`config.mk`:
```
export PLATFORM = sky130hd
export DESIGN_NAME = uart_reg_bank
export DESIGN_NICKNAME = d
export VERILOG_FILES = /design/src/rtl/uart_reg_bank.sv
export SDC_FILE = /design/constraint.sdc
export NUM_CORES = 2
export LEC_CHECK = 0
export CORE_MARGIN = 1
export CORE_UTILIZATION = 25
export CTS_CLUSTER_DIAMETER = 200
export DETAILED_ROUTE_END_ITERATION = 7
export HOLD_SLACK_MARGIN = 0.06
export PLACE_DENSITY = 0.37
export SYNTH_ARGS = -nofsm -noshare
export SYNTH_HDL_FRONTEND = slang
export SYNTH_SLANG_ARGS = --single-unit
```
`constraint.sdc`:
```
create_clock -name CLK -period 3.6 [get_ports CLK]
set_input_delay 1.08 -clock CLK [delete_from_list [all_inputs] [get_ports CLK]]
set_output_delay 1.08 -clock CLK [all_outputs]
set_load 0.05 [all_outputs]
```
`src/rtl/uart_reg_bank.sv`:
```
// rtl/uart_reg_bank.sv - command-driven register bank with byte strobes, read-only mask and failure codes

module uart_reg_bank #(
  parameter int DATA_W = 32,
  parameter int ADDR_W = 8,
  parameter int DEPTH = 32,
  parameter logic [DEPTH-1:0] RO_MASK = '0
) (
  input  logic                CLK,
  input  logic                RST_N,
  input  logic                CMD_VALID,
  output logic                CMD_READY,
  input  logic                CMD_WR,
  input  logic [ADDR_W-1:0]   ADDR,
  input  logic [DATA_W-1:0]   DATA_IN,
  input  logic [DATA_W/8-1:0] WSTRB,
  input  logic                STATE_FAIL,
  output logic                RSP_VALID,
  input  logic                RSP_READY,
  output logic [DATA_W-1:0]   DATA_OUT,
  output logic                OK,
  output logic                FAIL_OUT,
  output logic [1:0]          FAIL_CODE,
  output logic                STATE_R_OUT
);

  localparam int NB = DATA_W / 8;
  localparam int IDX_W = (DEPTH > 1) ? $clog2(DEPTH) : 1;

  typedef enum logic [1:0] {IDLE, EXEC, RESP} state_t;

  state_t              state;
  logic                c_wr;
  logic                c_fail;
  logic [ADDR_W-1:0]   c_addr;
  logic [DATA_W-1:0]   c_data;
  logic [NB-1:0]       c_strb;
  logic [DATA_W-1:0]   regs [DEPTH];
  logic                in_range;
  logic [IDX_W-1:0]    idx;
  logic [1:0]          code;
  logic                wr_en;

  // Full-width compare so upper address bits never alias onto a real register
  assign in_range = (32'(c_addr) < 32'(DEPTH));
  assign idx      = c_addr[IDX_W-1:0];
  assign wr_en    = (state == EXEC) && c_wr && (code == 2'd0);

  // Classify the captured command: frame error beats range beats read-only
  always_comb begin
    code = 2'd0;
    if (c_fail)
      code = 2'd1;
    else if (!in_range)
      code = 2'd2;
    else if (c_wr && RO_MASK[idx])
      code = 2'd3;
  end

  // Register storage: cleared on reset, byte-masked update on a successful write
  always_ff @(posedge CLK) begin
    if (!RST_N) begin
      for (int i = 0; i < DEPTH; i++)
        regs[i] <= '0;
    end else if (wr_en) begin
      for (int b = 0; b < NB; b++)
        if (c_strb[b])
          regs[idx][b*8 +: 8] <= c_data[b*8 +: 8];
    end
  end

  // Command FSM with registered handshake and response outputs
  always_ff @(posedge CLK) begin
    if (!RST_N) begin
      state       <= IDLE;
      CMD_READY   <= 1'b0;
      RSP_VALID   <= 1'b0;
      OK          <= 1'b0;
      FAIL_OUT    <= 1'b0;
      STATE_R_OUT <= 1'b0;
      FAIL_CODE   <= 2'd0;
      DATA_OUT    <= '0;
      c_wr        <= 1'b0;
      c_fail      <= 1'b0;
      c_addr      <= '0;
      c_data      <= '0;
      c_strb      <= '0;
    end else begin
      case (state)
        IDLE: begin
          CMD_READY <= 1'b1;
          if (CMD_VALID && CMD_READY) begin
            c_wr      <= CMD_WR;
            c_addr    <= ADDR;
            c_data    <= DATA_IN;
            c_strb    <= WSTRB;
            c_fail    <= STATE_FAIL;
            CMD_READY <= 1'b0;
            state     <= EXEC;
          end
        end
        EXEC: begin
          RSP_VALID   <= 1'b1;
          OK          <= (code == 2'd0);
          FAIL_OUT    <= (code != 2'd0);
          STATE_R_OUT <= !c_wr && (code == 2'd0);
          FAIL_CODE   <= code;
          if (!c_wr && (code == 2'd0))
            DATA_OUT <= regs[idx];
          state <= RESP;
        end
        RESP: begin
          if (RSP_READY) begin
            RSP_VALID   <= 1'b0;
            OK          <= 1'b0;
            FAIL_OUT    <= 1'b0;
            STATE_R_OUT <= 1'b0;
            CMD_READY   <= 1'b1;
            state       <= IDLE;
          end
        end
        default: state <= IDLE;
      endcase
    end
  end

endmodule

```
==> out/qor.yml <==
power:
  power_density_nw_per_um2: 498.2
  leakagePower_nw: 20.59
  p_clk_share_pct: 44.7
  p_comb_share_pct: 6.3
  switching_share_pct: 23.78
  p_sw_mw: 7.223
  total_power_mw: 30.37
  pwr-share-seq_pct: 49.0
  internal_power_mw: 23.15
  max-vdd-ir-drop_mv: 0.3884
worst_setup_path:
  cp_slowest_stage_delay_ns: 0.90
  worst_setup_path_start_kind: "flop"
  endpoint_kind: "primary output"
  required_ns: 2.52
  cp_cell_sequence: "clkdlybuf4s50_1"
  cp_max_fo: 2
  cpMaxStageDelayCell: "clkdlybuf4s50_1"
  crit_family: "buffers and inverters"
  crit_buf_inv: 1
  crit_arrival_ns: 2.16
  path_class: "flop to primary output"
global_routing:
  track_usage_pct: 17.31
  overflow: 0
  grt_max_degree: 104
  first_global_vias: 31620
  grt_pass1_wl_um: 252900
  antenna_found_initial: 5
timing:
  setup_viol: 0
  fin_crit_sh_pct: 89.97
  rsz0062_at_grt: "no"
  fmax_ghz: 0.3087
  min_period_ns: 3.239
  drv_slew: 0
  worstMarginPinSlew_ns: 0.9957
  slew_headroom_pct: 33.62
  fin_setup_tns_ns: 0
  final_hold_viol_count: 0
  fin_skew_ns: 0.03261
final_layout:
  syn_to_final_growth_pct: 19.01
  layout_commonest_cell: "and2_1"
  multi_input_area_um2: 17300
  fillers: 20260
  instances_no_fill: 6739
  post-route-cell-area_um2: 60960
  ff_latch_area_um2: 32540
  drive_gt1_share_pct: 19.68
  nNetsFinal: 4001
  layout_common_cells: "and2_1, edfxtp_1, buf_4, mux2i_1, o21ai_0"
drt:
  drc_errors: 0
  drt_iter0_drc: 2039
  vias: 30490
  ant_nets: 0
  dr.pass1.iters: 5
  drt-total-wl_um: 178400
  via_per_inst: 4.524
  wl_per_cell_um: 26.47
synth:
  ys_types: 63
  yosysSeqAreaShare_pct: 63.42
  synth.net_count: 3764
  syn_area_um2: 51230
  ys_seq_elements: 1111
  synth-edff-count: 1024
  synth_flop_cell: "edfxtp_1"
  synth-async-reset-ratio_pct: 0
  syn-instance-count: 3714
  syn_area_per_cell_um2: 13.79
  synth_warnings: 0
floorplanning:
  die_height_um: 454.7
  start_util_pct: 25.24
  core_region_area_um2: 202900
  rows: 165
  dieArea_um2: 206700
  ioPinCount: 89
  die_w_um: 454.7
flow_run:
  maxCapViolCount: 0
placed_design:
  dp.cells: 6483
  port_buffers: 88
  hpwl_um: 117900
  placed_area_um2: 56600
  routabilityCongestion: 0.7556
cts:
  cts_buffers: 138
  cts_resized: 0
  clock_path_buffers: 3
  ctsHoldBuffers: 0
  h-tree-depth: 4
  cts_root_buf: "clkbuf_16"
  cts_tree: "done"
  clk_pin_slew_worst_paths_ns: 0.06
  cts_sinks: 1111
  cts_setup_buffers: 0
  clock_latency_ns: 0.78
outcome:
  status: "finished clean"
worst_hold_path:
  worstHoldPathType: "flop to flop"
## final timing paths
| check | from | to | slack, ns | cells past startpoint |
|---|---|---|---|---|
| worst min register to register | c_data[31]$_SDFFE_PN0P_ | c_data[31]$_SDFFE_PN0P_ | 0.47 | 2 |
| worst max-delay path | DATA_OUT[23]$_SDFFE_PN0P_ | DATA_OUT[23] | 0.36 | 1 |
| worst max register to register | c_addr[2]$_SDFFE_PN0P_ | regs[2][21]$_SDFFCE_PN0P_ | 0.52 | 6 |
| worst min-delay path | c_data[31]$_SDFFE_PN0P_ | c_data[31]$_SDFFE_PN0P_ | 0.47 | 2 |
## metal layers
layer	up-vias	GRT usage (%)	wire length, µm
li1	14110	-	-
met1	15730	23.45	82520
met2	454	28.83	86660
met3	197	2.317	5151
met4	0	4.730	4086
met5	-	0	0
## power by group through the flow
stage          registers, mW  clock network [mW]  logic, mW
5_1_grt                 14.9                14.4       2.03
3_5_place_dp            15.2                   0       1.96
3_3_place_gp            15.2                   0       1.96
2_1_floorplan           14.9                   0       1.05
6_report                14.9                13.6       1.91
4_1_cts                 14.9                14.0       1.96
## registers in the layout (all words and copies together) (netlist names), 2 cells and up
name	flops
DATA_OUT	32
FAIL_CODE	2
c_addr	8
c_data	32
c_strb	4
regs	1024
state	2
## metrics by stage
step	hold WS (ns)	setup slack, ns	util [%]
final	0.4660	0.3611	30.04
after detailed placement	0.4637	0.2717	27.89
after floorplan	0.4541	0.4684	-
after global routing	0.4866	0.2815	30.03
after global placement	0.4608	0.1915	27.89
after CTS	0.4715	0.2719	30.03
## cell usage after synthesis (4+ instances only)
| cell type | number | area, µm² |
|---|---|---|
| o21ai_0 | 170 | 850.8 |
| o22ai_1 | 95 | 594.3 |
| buf_2 | 51 | 255.2 |
| nand4b_1 | 4 | 35.03 |
| or4_1 | 9 | 67.56 |
| mux2i_1 | 274 | 2743 |
| clkbuf_1 | 167 | 626.9 |
| buf_1 | 7 | 26.28 |
| nand2b_1 | 9 | 56.30 |
| o211ai_1 | 4 | 30.03 |
| dfxtp_1 | 87 | 1742 |
| nor2_4 | 10 | 112.6 |
| nand4bb_1 | 6 | 67.56 |
| o221a_2 | 10 | 112.6 |
| nand2_1 | 152 | 570.6 |
| nor4_1 | 23 | 143.9 |
| nor2_2 | 86 | 538.0 |
| nor2_1 | 38 | 142.6 |
| a31oi_1 | 8 | 50.05 |
| o211a_1 | 6 | 60.06 |
| nand4_1 | 13 | 81.33 |
| a221oi_1 | 9 | 78.83 |
| edfxtp_1 | 1024 | 30750 |
| a41oi_1 | 6 | 52.55 |
| nand2_2 | 5 | 31.28 |
| nor2b_1 | 16 | 100.1 |
| a21oi_1 | 34 | 170.2 |
| a21boi_0 | 55 | 412.9 |
| o2111ai_1 | 5 | 43.79 |
| nand3_1 | 25 | 125.1 |
| and2_1 | 1031 | 6450 |
| a22oi_1 | 29 | 217.7 |
| a32oi_1 | 4 | 35.03 |
| mux4_2 | 115 | 2590 |
| buf_4 | 41 | 307.8 |
| mux2_2 | 19 | 214.0 |
| buf_6 | 25 | 281.5 |
## cell families after synthesis
logic type | Yosys count | share of synthesized area, %
AOI/OAI and AO/OA | 442 | 5.405
and+or+nand+nor | 1459 | 17.37
muxes | 408 | 10.83
buffers and inverters | 294 | 2.975
DFF | 1111 | 63.42
## cell type report
type                    count  share of cell area, %
diodes                      8                0.03284
clock buffers             206                  6.557
clock inverters            42                 0.5685
inverters                   1               0.006157
multi-input cells        2309                  28.38
flip-flops and latches   1111                  53.37
well taps                2672                  5.484
repair buffers            390                  5.601
No activity file was read; power rests on OpenSTA's default activity.
